--- src/rtl/expr_eval_if.sv ---
// Character-stream bus between a stream source and the expression evaluator.
// The master drives characters; the slave returns the evaluation status.
interface expr_eval_if #(parameter int WIDTH = 8);
  logic             en;
  logic [7:0]       in;
  logic             out;
  logic [WIDTH-1:0] result;
  logic             err;
  logic             ovf;

  modport master (output en, in, input out, result, err, ovf);
  modport slave  (input en, in, output out, result, err, ovf);
endinterface

--- src/rtl/expr_eval.sv ---
// Single-digit infix evaluator: '*' binds tighter than '+'. The value is kept
// as a committed sum plus the multiplicative term currently being built.
module expr_eval #(
  parameter int WIDTH = 8
) (
  input  logic        clk,
  input  logic        clr,
  expr_eval_if.slave  bus
);

  typedef enum logic [2:0] {
    ST_START = 3'd0,
    ST_NUM   = 3'd1,
    ST_ADD   = 3'd2,
    ST_MUL   = 3'd3,
    ST_ERR   = 3'd4
  } state_t;

  state_t           state_q, state_d;
  logic [WIDTH-1:0] sum_q, sum_d;
  logic [WIDTH-1:0] prod_q, prod_d;
  logic [WIDTH-1:0] result_q, result_d;
  logic             ovf_q, ovf_d;
  logic             out_s;
  logic             err_s;

  logic             is_digit_s;
  logic             is_plus_s;
  logic             is_star_s;
  logic [3:0]       d_s;
  logic [WIDTH:0]   add_full_s;
  logic [WIDTH+3:0] mul_full_s;

  // Character classification and full-precision arithmetic for overflow detection
  always_comb begin
    is_digit_s = (bus.in >= 8'h30) && (bus.in <= 8'h39);
    is_plus_s  = (bus.in == 8'h2B);
    is_star_s  = (bus.in == 8'h2A);
    d_s        = bus.in[3:0];
    add_full_s = {1'b0, sum_q} + {1'b0, prod_q};
    mul_full_s = {4'b0000, prod_q} * {{WIDTH{1'b0}}, d_s};
  end

  // State and accumulator register
  always_ff @(posedge clk or posedge clr) begin
    if (clr) begin
      state_q  <= ST_START;
      sum_q    <= {WIDTH{1'b0}};
      prod_q   <= {WIDTH{1'b0}};
      result_q <= {WIDTH{1'b0}};
      ovf_q    <= 1'b0;
    end else begin
      state_q  <= state_d;
      sum_q    <= sum_d;
      prod_q   <= prod_d;
      result_q <= result_d;
      ovf_q    <= ovf_d;
    end
  end

  // Next-state and accumulator update; entering ERR freezes the accumulators
  always_comb begin
    state_d = state_q;
    sum_d   = sum_q;
    prod_d  = prod_q;
    ovf_d   = ovf_q;
    if (bus.en) begin
      case (state_q)
        ST_START: begin
          if (is_digit_s) begin
            state_d = ST_NUM;
            sum_d   = {WIDTH{1'b0}};
            prod_d  = {{(WIDTH-4){1'b0}}, d_s};
          end else begin
            state_d = ST_ERR;
          end
        end
        ST_NUM: begin
          if (is_plus_s) begin
            state_d = ST_ADD;
            sum_d   = add_full_s[WIDTH-1:0];
            prod_d  = {WIDTH{1'b0}};
            ovf_d   = ovf_q | add_full_s[WIDTH];
          end else if (is_star_s) begin
            state_d = ST_MUL;
          end else begin
            state_d = ST_ERR;
          end
        end
        ST_ADD: begin
          if (is_digit_s) begin
            state_d = ST_NUM;
            prod_d  = {{(WIDTH-4){1'b0}}, d_s};
          end else begin
            state_d = ST_ERR;
          end
        end
        ST_MUL: begin
          if (is_digit_s) begin
            state_d = ST_NUM;
            prod_d  = mul_full_s[WIDTH-1:0];
            ovf_d   = ovf_q | (mul_full_s[WIDTH+3:WIDTH] != 4'h0);
          end else begin
            state_d = ST_ERR;
          end
        end
        ST_ERR: begin
          state_d = ST_ERR;
        end
        default: begin
          state_d = ST_ERR;
        end
      endcase
    end else begin
      state_d = state_q;
    end
    result_d = sum_d + prod_d;
  end

  // Status outputs decoded from the registered state
  always_comb begin
    out_s = 1'b0;
    err_s = 1'b0;
    case (state_q)
      ST_NUM:  out_s = 1'b1;
      ST_ERR:  err_s = 1'b1;
      default: begin
        out_s = 1'b0;
        err_s = 1'b0;
      end
    endcase
  end

  assign bus.out    = out_s;
  assign bus.err    = err_s;
  assign bus.result = result_q;
  assign bus.ovf    = ovf_q;

endmodule
--- src/flat_wrapper.sv ---
// flat-port wrapper written by rule: the top's interface ports become plain ports
module expr_eval_flat 
#(
  parameter int WIDTH = 8
)
  (clk, clr, bus_en, bus_in, bus_out, bus_result, bus_err, bus_ovf);
  expr_eval_if #(.WIDTH(WIDTH)) bus_i ();
  input  logic clk;
  input  logic clr;
  input wire logic [$bits(bus_i.en)-1:0] bus_en;
  input wire logic [$bits(bus_i.in)-1:0] bus_in;
  output wire logic [$bits(bus_i.out)-1:0] bus_out;
  output wire logic [$bits(bus_i.result)-1:0] bus_result;
  output wire logic [$bits(bus_i.err)-1:0] bus_err;
  output wire logic [$bits(bus_i.ovf)-1:0] bus_ovf;
  assign bus_i.en = bus_en;
  assign bus_i.in = bus_in;
  assign bus_out = bus_i.out;
  assign bus_result = bus_i.result;
  assign bus_err = bus_i.err;
  assign bus_ovf = bus_i.ovf;
  expr_eval #(.WIDTH(WIDTH)) u_core (.clk(clk), .clr(clr), .bus(bus_i));
endmodule
--- config.mk ---
export PLATFORM = sky130hd
export DESIGN_NAME = expr_eval_flat
export DESIGN_NICKNAME = d
export VERILOG_FILES = /design/src/rtl/expr_eval_if.sv /design/src/rtl/expr_eval.sv /design/src/flat_wrapper.sv
export SDC_FILE = /design/constraint.sdc
export NUM_CORES = 1
export LEC_CHECK = 0
export BUFFER_PORTS_ARGS = -buffer_cell sky130_fd_sc_hd__buf_2
export CAP_MARGIN = 10
export CORE_UTILIZATION = 50
export CTS_BUF_LIST = sky130_fd_sc_hd__clkbuf_16
export CTS_CLUSTER_DIAMETER = 40
export DETAILED_ROUTE_END_ITERATION = 6
export PLACE_DENSITY = 0.66
export SLEW_MARGIN = 20
export SYNTH_ARGS = -nofsm -noshare
export SYNTH_HDL_FRONTEND = slang
export SYNTH_SLANG_ARGS = --single-unit
--- constraint.sdc ---
create_clock -name clk -period 4.76 [get_ports clk]
set_clock_uncertainty 0.1 [all_clocks]
set_input_delay 0.952 -clock clk [delete_from_list [all_inputs] [get_ports clk]]
set_output_delay 0.952 -clock clk [all_outputs]
set_load 0.05 [all_outputs]
==> Yosys cells after proc, flatten, opt, wreduce, memory -nomap -nowiden <==
Cells that the tools add are included.
{ "totals": {"regBits": 28, "output_inout_bits": 11, "input_bits": 11, "wordCells": 45} }
{ "classes": {"eq_ne": 8, "multipliers": 1, "add_sub_neg": 2, "muxes": 18, "n_reduce_logical": 7, "bitwise": 2, "n_lt_le_gt_ge": 2} }
{ "op_table": {"columns": ["operator", "count"], "rows": [
  ["8-bit two-way mux", 7],
  ["8-bit one-hot mux with 3 select lines", 1],
  ["8-bit by 6-bit equality test with 1-bit output, second input constant", 2],
  ["8-bit one-hot mux with 2 select lines", 1],
  ["8-bit by 4-bit multiplier with 12-bit output", 1],
  ["8-bit by 8-bit adder with 9-bit output", 1],
  ["3-bit two-way mux", 3],
  ["8-bit adder", 1],
  ["8-bit by 6-bit greater-or-equal comparator with 1-bit output, second input constant", 1],
  ["8-bit by 6-bit <= comparator with 1-bit output, second input constant", 1],
  ["3-bit by 2-bit equality test with 1-bit output, second input constant", 2],
  ["3-bit one-hot mux with 2 select lines", 1],
  ["1-bit two-way mux", 4],
  ["2-bit by 1-bit != test with 1-bit output, second input constant", 2],
  ["4-bit AND reduction", 1],
  ["4-bit nonzero test", 1],
  ["3-bit by 1-bit equality test with 1-bit output, second input constant", 1],
  ["3-bit equality test, second input constant", 1],
  ["3-bit logical NOT", 1],
  ["3-bit OR reduction", 1],
  ["1-bit OR", 2],
  ["1-bit one-hot mux with 2 select lines", 1],
  ["2-bit nonzero test", 1],
  ["2-bit OR reduction", 1],
  ["1-bit logical AND", 1]
]} }

==> Logic depth before layout (Yosys ltp) <==
Gate-level depths: netlist (run 1).
{ "depth": {"ltp_word": 6, "depth_mapped": 17, "depth_no_buf": 16} }

==> Least setup slack after synthesis (run 1) <==
OpenSTA, ideal clock, no wires.
{ "synth_path": {"path_kind": "input-to-reg", "startpoint": "input bus_in[3]", "endpoint": "register u_core.result_q[7] (netlist: u_core.bus.result[7])", "slack_ps": 87, "path_stages": 16, "t_arrival_ps": 4440, "required_time_ps": 4526, "setup_time_ps": 134, "n_path_buf": 1, "cell_sequence": "clkbuf_1 > nand2_1 > fa_1 > inv_1 > fa_1 > inv_1 > fa_1 > nor2b_1 > o21ai_0 > a21oi_1 > nor2_1 > a22o_1 > ha_1 > nor2b_1 > a221oi_2 > xnor3_1"} }
{ "synth_between": {"elab_chain_cells": 6, "elab_cells_between_ends": 15, "classes_between": "add/sub: 1; mul: 1; order compare: 2; eq/ne: 1; mux: 9; reduce/logical: 1"} }
{ "synth_lines": {"columns": ["item", "line", "rtl"], "rows": [
  ["start: declaration", "flat_wrapper.sv:11", "input wire logic [$bits(bus_i.in)-1:0] bus_in;"],
  ["branches (longest 3 deep; another with 8-bit by 4-bit multiplier with 12-bit output)", null, null],
  ["8-bit one-hot mux with 3 select lines (*)", "expr_eval.sv:68", "case (state_q)"],
  ["8-bit two-way mux (*)", "expr_eval.sv:67", "if (bus.en) begin"],
  ["named net u_core.prod_d[6]", "expr_eval.sv:21", "logic [WIDTH-1:0] prod_q, prod_d;"],
  ["8-bit adder (*)", "expr_eval.sv:117", "result_d = sum_d + prod_d;"],
  ["named net u_core.result_d[7]", "expr_eval.sv:22", "logic [WIDTH-1:0] result_q, result_d;"],
  ["end signal: assignment", "expr_eval.sv:50", "result_q <= {WIDTH{1'b0}};"],
  ["end signal: assignment", "expr_eval.sv:56", "result_q <= result_d;"],
  ["end: declaration", "expr_eval.sv:22", null]
]} }
Mark *: on every way through the listed nets, which the timed path passes.
A chain may end at the register's enable or synchronous reset.

==> Final worst setup path (run 1) <==
{ "layout_path": {"startpoint": "input bus_in[1]", "endpoint": "register u_core.result_q[7] (netlist: u_core.bus.result[7])"} }
Same word-level chain as after synthesis.

==> impl_metrics.json, run 1 <==
{
  "status": "finished, final reports clean",
  "antenna_found_initial": 0,
  "place.gp.congestion": 0.866,
  "fmax_ghz": 0.226,
  "max_stage_delay_ps": 560,
  "crit_path_frequent_cell": "fa_1",
  "cts_sinks": 28,
  "rsz0062_at_grt": "false",
  "final.min_clock_period_ps": 4420,
  "vdd.ir_drop.worst_v": 0.000193,
  "die_h_um": 74.0,
  "grtUsageMet2_pct": 34.1,
  "rows": 25,
  "n_fill_cell": 429,
  "syn-cell-area_um2": 2590,
  "drt-initial-drc-count": 130,
  "clockBufferDepth": 2,
  "track_usage_pct": 21.6,
  "vias_per_cell": 5.47,
  "tightest_slew_ps": 556,
  "yosysWarnings": 0,
  "cp-start-kind": "primary input",
  "cpMaxStageDelayCell": "fa_1",
  "async_reset_ff_share_pct": 100,
  "cts_setup_buffers": 0,
  "place_ws_ps": 66.0,
  "htree_levels": 1,
  "cts_buffers": 3,
  "ys.flop_type": "dfrtp_1",
  "antenna_cells": 0,
  "synth_top_area_share_pct": 27.0,
  "yosys-top-cells-area": "dfrtp_1, ha_1, fa_1",
  "groute.layer.met1.usage_pct": 31.6,
  "hold_viol": 0,
  "critPathKind": "in2reg",
  "synth_fp_nets": 332,
  "synth_cell_types": 45,
  "synth_top_area_cell": "dfrtp_1",
  "fin_tns_setup_ps": 0,
  "netlist_instances": 276,
  "post_cts_resized": 0,
  "worst_setup_path_end_kind": "flip-flop",
  "synth_enable_flop_cells": 0,
  "synth.most_common_cell": "ha_1",
  "pin_count": 22,
  "coreArea_um2": 4850,
  "drc": 0,
  "crit_chain": "buf_2 -> nand2_1 -> fa_1 -> inv_1 -> fa_1 -> inv_1 -> fa_1 -> nor2b_1 -> o21ai_0 -> a21oi_1 -> nor2_1 -> a22o_1 -> ha_1 -> nor2b_1 -> a221oi_2 -> xnor3_1",
  "ys_seq_area_share_pct": 27.0,
  "wirelength_um": 5290,
  "power_density_nw_per_um2": 175,
  "critPathMaxFanout": 7,
  "path_clk_slew_ps": 60,
  "critPathArrivalTime_ps": 4460,
  "dr.pass1.iters": 4,
  "rr_startpoint": "u_core.prod_q[1]",
  "grt_pass1_wl_um": 9140,
  "fp.dieArea_um2": 5480,
  "holdWs_ps": 439,
  "synth_area_per_cell_um2": 9.40,
  "placed_area_um2": 2810,
  "gr-total-overflow": 0,
  "dpl.hpwl_um": 4260,
  "clock_latency_ps": 260,
  "numPortBuffers": 21,
  "vias": 2017,
  "p_leak_uw": 0.00155,
  "drive_gt1_share_pct": 12.9,
  "relSlewSlack_pct": 62.9,
  "ant_nets": 0,
  "die_width_um": 74.0,
  "drv_slew": 0,
  "routedWlPerCell_um": 14.3,
  "min_from": "u_core.sum_q[6]",
  "period_share_pct": 92.9,
  "finalSetupViolCount": 0,
  "postLayoutCellArea_um2": 2920,
  "cts_hold_buf": 0,
  "maxCapViolations": 0,
  "grt_pass1_vias": 1975,
  "grt_busiest_layer": "met2",
  "met3_usage_pct": 3.52,
  "cts_tree": "yes",
  "cts_root_buf": "clkbuf_16",
  "start_util_pct": 53.5,
  "ys_ff_latch": 28,
  "fin_nets": 359,
  "synth_common_cells": "ha_1, inv_1, dfrtp_1, nand2_1, and2_1",
  "dp_cells": 365,
  "min_path_type": "reg2reg",
  "grt_max_degree": 29,
  "required_ps": 4800,
  "area_growth_pct": 12.4,
  "crit_path_start": "bus_in[1]",
  "final-instance-count-excl-fill": 369,
  "setup_ws_ps": 336
}
[logic make-up (layout without fill, tap and decap cells)]
| family | count (synthesis) | after routing | synth area share (%) |
|---|---|---|---|
| simple gates | 85 | 85 | 18.2 |
| flops | 28 | 28 | 27.0 |
| mux | 1 | 1 | 0.386 |
| xor+xnor | 14 | 14 | 5.26 |
| compound gates | 67 | 67 | 18.1 |
| fa+ha+maj | 45 | 45 | 25.8 |
| buf+inv | 36 | 62 | 5.26 |
[placed cells by master (no fill, tap or decap), types with 7 or more instances in the layout]
cell     instances
ha_1            31
buf_2           21
xnor2_1          9
nand2_1         25
fa_1            14
inv_1           29
a21oi_1         18
o21ai_0         13
nor2_1           9
a22o_1          10
and2_1          20
dfrtp_1         28
buf_4            7
[state kept, by name, indices dropped and copies added, names as in the netlist]
register           flops
u_core.sum_q           8
u_core.prod_q          8
u_core.state_q         3
u_core.bus.result      8
u_core.bus.ovf         1
[path summary, 6_finish.rpt]
path | to | slack (ps) | cells after the start
max | u_core.bus.result[7] | 340 | 16
min | u_core.sum_q[6] | 440 | 1
min reg2reg | u_core.sum_q[6] | 440 | 1
max in group asynchronous | u_core.prod_q[4] | 3560 | 2
max reg2reg | u_core.bus.result[7] | 570 | 15
min in group asynchronous | u_core.sum_q[4] | 640 | 2
[layer usage]
metal,wire [um],part of all wire (%)
met5,0,0
met4,70,1.3
met3,223,4.2
met2,2380,45
met1,2610,49
[power breakdown]
group	switching [uW]	leakage (uW)	total [uW]	internal [uW]
clock network	76.2	0.0000511	244	167
registers	0.597	0.000386	239	238
logic	18.1	0.00111	27.9	9.75
total	95.0	0.00155	510	415
[final cells by class]
| cell class | instances | area (um2) | area share [%] |
|---|---|---|---|
| tap | 67 | 83.8 | 2.87 |
| timing repair buffer | 28 | 158 | 5.41 |
| clock buffer | 3 | 75.1 | 2.57 |
| sequential | 28 | 701 | 24.0 |
| clock inverter | 1 | 30.0 | 1.03 |
| inverter | 30 | 113 | 3.86 |
| multi-input combinational | 212 | 1760 | 60.2 |
[through the flow]
step	util, %	total power, uW
after floorplan	-	259
after global placement	58.0	271
after detailed placement	58.0	272
after CTS	60.2	517
after global routing	60.2	526
final	60.2	510
[worst max-delay path, delay by kind of cell]
| family | cells | cell delay (ps) |
|---|---|---|
| adder cells (fa/ha/maj) | 4 | 1840 |
| AND/OR/NAND/NOR | 4 | 430 |
| buffers and inverters | 3 | 260 |
| XOR/XNOR | 1 | 230 |
| AO/OA/AOI/OAI | 4 | 740 |
(Power assumes the default switching activity.)
==> run 2, diff against run 1 <==
--- a/config.mk
+++ b/config.mk
@@ -8,7 +8,6 @@
 export BUFFER_PORTS_ARGS = -buffer_cell sky130_fd_sc_hd__buf_2
 export CAP_MARGIN = 10
 export CORE_UTILIZATION = 50
-export CTS_BUF_LIST = sky130_fd_sc_hd__clkbuf_16
 export CTS_CLUSTER_DIAMETER = 40
 export DETAILED_ROUTE_END_ITERATION = 6
 export PLACE_DENSITY = 0.66
==> run 2 against run 1 <==
Global-route usage rose by 0.24 points. Sequential power barely moved. First-iteration DRC count fell by 12%.
==> impl_metrics.json, run 2 (same netlist as run 1, synthesis figures left out) <==
{
  "relSlewSlack_pct": 62.0,
  "dp_cells": 365,
  "grtUsageMet2_pct": 34.7,
  "wirelength_um": 5320,
  "hold_path_depth": 1,
  "start_util_pct": 53.5,
  "critPathKind": "in2reg",
  "rows": 25,
  "grt_max_degree": 29,
  "post_cts_resized": 0,
  "regToRegEndpoint": "u_core.bus.result[7]",
  "fmax_ghz": 0.227,
  "antenna_cells": 0,
  "pin_count": 22,
  "clockBufferDepth": 2,
  "vias": 2018,
  "min_path_type": "reg2reg",
  "fin_tns_setup_ps": 0,
  "place.gp.congestion": 0.866,
  "track_usage_pct": 21.8,
  "groute.layer.met1.usage_pct": 31.8,
  "power.total_uw": 454,
  "reg2reg_slack_ps": 570,
  "final_cell_mix": "ha_1, inv_1, dfrtp_1, nand2_1, buf_2",
  "worst_setup_path_end_kind": "flip-flop",
  "status": "finished, final reports clean",
  "numPortBuffers": 21,
  "cts_sinks": 28,
  "grt_busiest_layer": "met2",
  "coreArea_um2": 4850,
  "die_width_um": 74.0,
  "die_h_um": 74.0,
  "cts_root_buf": "clkbuf_8",
  "pwr-share-clk_pct": 41.2,
  "cts_setup_buffers": 0,
  "clock_latency_ps": 280,
  "cts_buffers": 3,
  "drv_slew": 0,
  "required_ps": 4820,
  "vias_per_cell": 5.47,
  "routedWlPerCell_um": 14.4,
  "ant_nets": 0,
  "critPathArrivalTime_ps": 4460,
  "gr-total-overflow": 0,
  "hold_end": "u_core.sum_q[6]",
  "n_fill_cell": 434,
  "maxCapViolations": 0,
  "swShare_pct": 20.5,
  "met3_usage_pct": 3.25,
  "final-instance-count-excl-fill": 369,
  "drc": 0,
  "fin_nets": 359,
  "power.net_switching_uw": 93.3,
  "cp-start-kind": "primary input",
  "drive_gt1_share_pct": 12.9,
  "area_growth_pct": 11.1,
  "final_common_cell": "ha_1",
  "p_leak_uw": 0.00153,
  "dpl.hpwl_um": 4260,
  "critPathMaxFanout": 3,
  "path_clk_slew_ps": 90,
  "power_frac_seq_pct": 52.6,
  "min_from": "u_core.sum_q[6]",
  "cts_tree": "yes",
  "multi_input_area_um2": 1760,
  "ff2ff_path_depth": 15,
  "grt_pass1_wl_um": 9230,
  "fp.dieArea_um2": 5480,
  "final.min_clock_period_ps": 4400,
  "power_frac_comb_pct": 6.2,
  "rsz0062_at_grt": "false",
  "period_share_pct": 92.5,
  "hold_viol": 0,
  "power_density_nw_per_um2": 157,
  "tightest_slew_ps": 568,
  "drt-initial-drc-count": 115,
  "cts_hold_buf": 0,
  "holdWs_ps": 445,
  "internal-power_uw": 361,
  "utilization_pct": 59.5,
  "vdd.ir_drop.worst_v": 0.000174,
  "finalSetupViolCount": 0,
  "seq_area_um2": 701,
  "dr.pass1.iters": 4,
  "rr_startpoint": "u_core.prod_q[1]",
  "htree_levels": 1,
  "antenna_found_initial": 0,
  "grt_pass1_vias": 1982
}
-- run 2: changes by cell type in the layout (fill, tap and decap cells not counted) --
cell	delta
clkbuf_8	+3
clkbuf_16	-3
-- run 2: how the worst max path moves through the flow --
| stage | to | start | slack (ps) |
|---|---|---|---|
| final | u_core.bus.result[7] | bus_in[3] | 360 |
| after global routing | u_core.bus.result[7] | bus_in[3] | 70 |
| after CTS | u_core.bus.result[7] | bus_in[3] | 350 |
| after detailed placement | u_core.bus.result[7] | bus_in[3] | 70 |
| after global placement | u_core.bus.result[7] | bus_in[3] | 90 |
| after floorplan | u_core.bus.result[7] | bus_in[3] | 90 |
-- run 2: worst max-delay path: stages --
cell and delay, ps:
buf_2 90, nand2_1 70, fa_1 540, inv_1 50, fa_1 560, inv_1 70
fa_1 450, nor2b_1 120, o21ai_0 110, a21oi_1 200, nor2_1 70, a22o_1 210
ha_1 340, nor2b_1 160, a221oi_2 220, xnor3_1 230
-- run 2: final cells by class --
| class | instances | share of cell area [%] |
|---|---|---|
| Multi-Input combinational cell | 212 | 60.9 |
| Sequential cell | 28 | 24.3 |
| Timing Repair Buffer | 28 | 5.47 |
| Inverter | 30 | 3.91 |
| Tap cell | 67 | 2.91 |
| Clock buffer | 3 | 1.43 |
| Clock inverter | 1 | 1.04 |
-- run 2: stage by stage --
stage	worst slack, ps	cell area (um2)
CTS	346	2880
detailed placement	66.0	2810
finish	359	2880
floorplan	86.9	2590
global placement	91.0	2810
global route	73.9	2880
-- run 2: power groups by stage --
stage               clock (uW)  sequential (uW)  combinational (uW)
finish                     187              239                28.0
global route               200              239                31.3
floorplan                    0              244                15.1
CTS                        192              239                28.2
detailed placement           0              243                28.1
global placement             0              243                27.9
-- run 2: per-layer routing --
metal  wire [um]  share of wire (%)  up-vias
met5           0                  0        -
met4          70                1.3        0
met3         214                4.0        7
met2        2400                 45       46
met1        2630                 49      958
li1            -                  -     1007
==> run 3, diff against run 2 <==
--- a/config.mk
+++ b/config.mk
@@ -5,13 +5,13 @@
 export SDC_FILE = /design/constraint.sdc
 export NUM_CORES = 1
 export LEC_CHECK = 0
+export ABC_AREA = 1
 export BUFFER_PORTS_ARGS = -buffer_cell sky130_fd_sc_hd__buf_2
 export CAP_MARGIN = 10
 export CORE_UTILIZATION = 50
 export CTS_CLUSTER_DIAMETER = 40
 export DETAILED_ROUTE_END_ITERATION = 6
-export PLACE_DENSITY = 0.66
-export SLEW_MARGIN = 20
+export PLACE_DENSITY = 0.65
 export SYNTH_ARGS = -nofsm -noshare
 export SYNTH_HDL_FRONTEND = slang
 export SYNTH_SLANG_ARGS = --single-unit
==> run 3 against run 2 <==
Clock-buffer cell count did not move. Critical endpoint is now u_core.bus.result[6]. Critical path type unchanged. Synthesized cell count rose by 40%. Highest routed layer unchanged. Design area grew 10%. Routed wire length rose by 21%. Sequential cell count stayed put. Via count grew 22%. Combinational power up 78%. Die area increased by 12%. Clock power grew 5%. Critical path depth stayed put. Final cell count up 31%.
==> impl_metrics.json, run 3 <==
{
  "track_usage_pct": 23.6,
  "crit_chain": "buf_2 -> nand2_1 -> fa_1 -> inv_1 -> fa_1 -> inv_1 -> fa_1 -> o22ai_1 -> a22o_1 -> ha_1 -> nand2_1 -> o21ai_0 -> a21oi_1 -> nor2_1 -> nor2_1 -> xor2_1",
  "yosysWarnings": 0,
  "wirelength_um": 6460,
  "hold_viol": 0,
  "cts_root_buf": "clkbuf_8",
  "relSlewSlack_pct": 70.4,
  "worst_setup_path_end_kind": "flip-flop",
  "synth_fp_nets": 443,
  "crit_path_frequent_cell": "fa_1",
  "n_fill_cell": 557,
  "ys_seq_area_share_pct": 24.1,
  "postLayoutCellArea_um2": 3180,
  "grt_max_degree": 29,
  "gr-total-overflow": 0,
  "min_path_type": "reg2reg",
  "coreArea_um2": 5540,
  "vdd.ir_drop.worst_v": 0.000135,
  "pin_count": 22,
  "numPortBuffers": 21,
  "fmax_ghz": 0.232,
  "cts_sinks": 28,
  "synth.most_common_cell": "nand2_1",
  "power_density_nw_per_um2": 152,
  "antenna_cells": 0,
  "dpl.hpwl_um": 5290,
  "yosys-top-cells-area": "dfrtp_1, ha_1, nand2_1",
  "clock_latency_ps": 290,
  "clockBufferDepth": 2,
  "fin_nets": 468,
  "rows": 27,
  "fin_tns_setup_ps": 0,
  "drv_slew": 0,
  "dr.pass1.iters": 4,
  "vias_per_cell": 5.11,
  "grt_pass1_vias": 2425,
  "drive_gt1_share_pct": 15.1,
  "die_width_um": 78.2,
  "placed_area_um2": 3090,
  "critPathArrivalTime_ps": 4390,
  "cts_hold_buf": 0,
  "drt-initial-drc-count": 149,
  "critPathKind": "in2reg",
  "holdWs_ps": 375,
  "place.gp.congestion": 0.879,
  "synth_top_area_cell": "dfrtp_1",
  "period_share_pct": 90.4,
  "place_ws_ps": 133,
  "synth_enable_flop_cells": 0,
  "path_clk_slew_ps": 100,
  "p_leak_uw": 0.00186,
  "die_h_um": 78.2,
  "ys.flop_type": "dfrtp_1",
  "finalSetupViolCount": 0,
  "required_ps": 4840,
  "start_util_pct": 52.4,
  "final_cell_mix": "nand2_1, inv_1, ha_1, dfrtp_1, buf_2",
  "netlist_instances": 387,
  "cts_setup_buffers": 0,
  "cp-start-kind": "primary input",
  "syn-cell-area_um2": 2900,
  "rsz0062_at_grt": "false",
  "cpMaxStageDelayCell": "fa_1",
  "ant_nets": 0,
  "synth_common_cells": "nand2_1, inv_1, ha_1, dfrtp_1, a21oi_1",
  "async_reset_ff_share_pct": 100,
  "fp.dieArea_um2": 6110,
  "cts_tree": "yes",
  "synth_area_per_cell_um2": 7.50,
  "reg2reg_slack_ps": 810,
  "htree_levels": 1,
  "critPathMaxFanout": 10,
  "max_stage_delay_ps": 560,
  "drc": 0,
  "grt_pass1_wl_um": 11200,
  "final_common_cell": "nand2_1",
  "vias": 2466,
  "synth_cell_types": 42,
  "ys_ff_latch": 28,
  "utilization_pct": 57.5,
  "post_cts_resized": 0,
  "setup_ws_ps": 456,
  "area_growth_pct": 9.75,
  "routedWlPerCell_um": 13.4,
  "synth_top_area_share_pct": 24.1,
  "tightest_slew_ps": 439,
  "maxCapViolations": 0,
  "cts_buffers": 3,
  "status": "finished, final reports clean",
  "antenna_found_initial": 0,
  "final.min_clock_period_ps": 4300
}
run 3: cell types whose count changed in the layout (fill, tap and decap cells not counted), moves of 4 or more:
cell     delta
a22o_1      -8
and2_1     -20
and3_1      -4
buf_4       -5
inv_1      +45
nand2_1    +75
nand2_2    +11
nand3_1    +15
nor2_1      +9
nor2b_1     -6
xnor2_1     -6
run 3: kinds of logic (layout without fill, tap and decap cells):
kind of cell | count (synthesis) | in the layout | share of synthesized area [%]
buffers and inverters | 83 | 107 | 11.2
adders and majority gates | 45 | 45 | 23.0
DFF | 28 | 28 | 24.1
and+or+nand+nor | 169 | 169 | 27.8
AOI/OAI and AO/OA | 55 | 55 | 11.8
xor gates and xnor gates | 7 | 7 | 2.11
run 3: worst max-delay path, delay by kind of cell:
kind                     cells  cell delay, ps
buffers and inverters        3             340
XOR/XNOR                     1             140
adder cells (fa/ha/maj)      4            1950
AND/OR/NAND/NOR              4             330
AO/OA/AOI/OAI                4             670
run 3: path summary, 6_finish.rpt:
path | startpoint | end | cells after the start
min | u_core.bus.ovf | u_core.bus.ovf | 2
min reg2reg | u_core.bus.ovf | u_core.bus.ovf | 2
max in group asynchronous | clr | u_core.sum_q[4] | 3
min in group asynchronous | clr | u_core.state_q[0] | 2
max reg2reg | u_core.prod_q[1] | u_core.bus.result[6] | 15
max | bus_in[2] | u_core.bus.result[6] | 16
run 3: where the power goes:
| part | switching [uW] | internal, uW | total [uW] |
|---|---|---|---|
| sequential | 0.0000000000000656 | 238 | 238 |
| clock | 82.9 | 113 | 196 |
| combinational | 32.2 | 17.7 | 49.9 |
run 3: area by class of cell:
cell class              count  area (um2)  area share, %
inverters                  79         298           9.35
multi-input cells         276        1880           58.9
well taps                  72        90.1           2.83
repair buffers             24         148           4.64
clock inverters             1        30.0          0.943
clock buffers               3        41.3           1.30
flip-flops and latches     28         701           22.0
run 3: metrics by stage:
step	total power (uW)	std cells
after floorplan	275	387
after global placement	289	478
after detailed placement	290	478
after CTS	486	482
after global routing	505	483
final	483	483
run 3: per-layer routing:
layer	vias up	track usage, %	routed length [um]
li1	1271	-	-
met1	1147	32.5	3270
met2	42	39.4	2920
met3	6	3.60	200
met4	0	4.63	66
met5	-	0	0
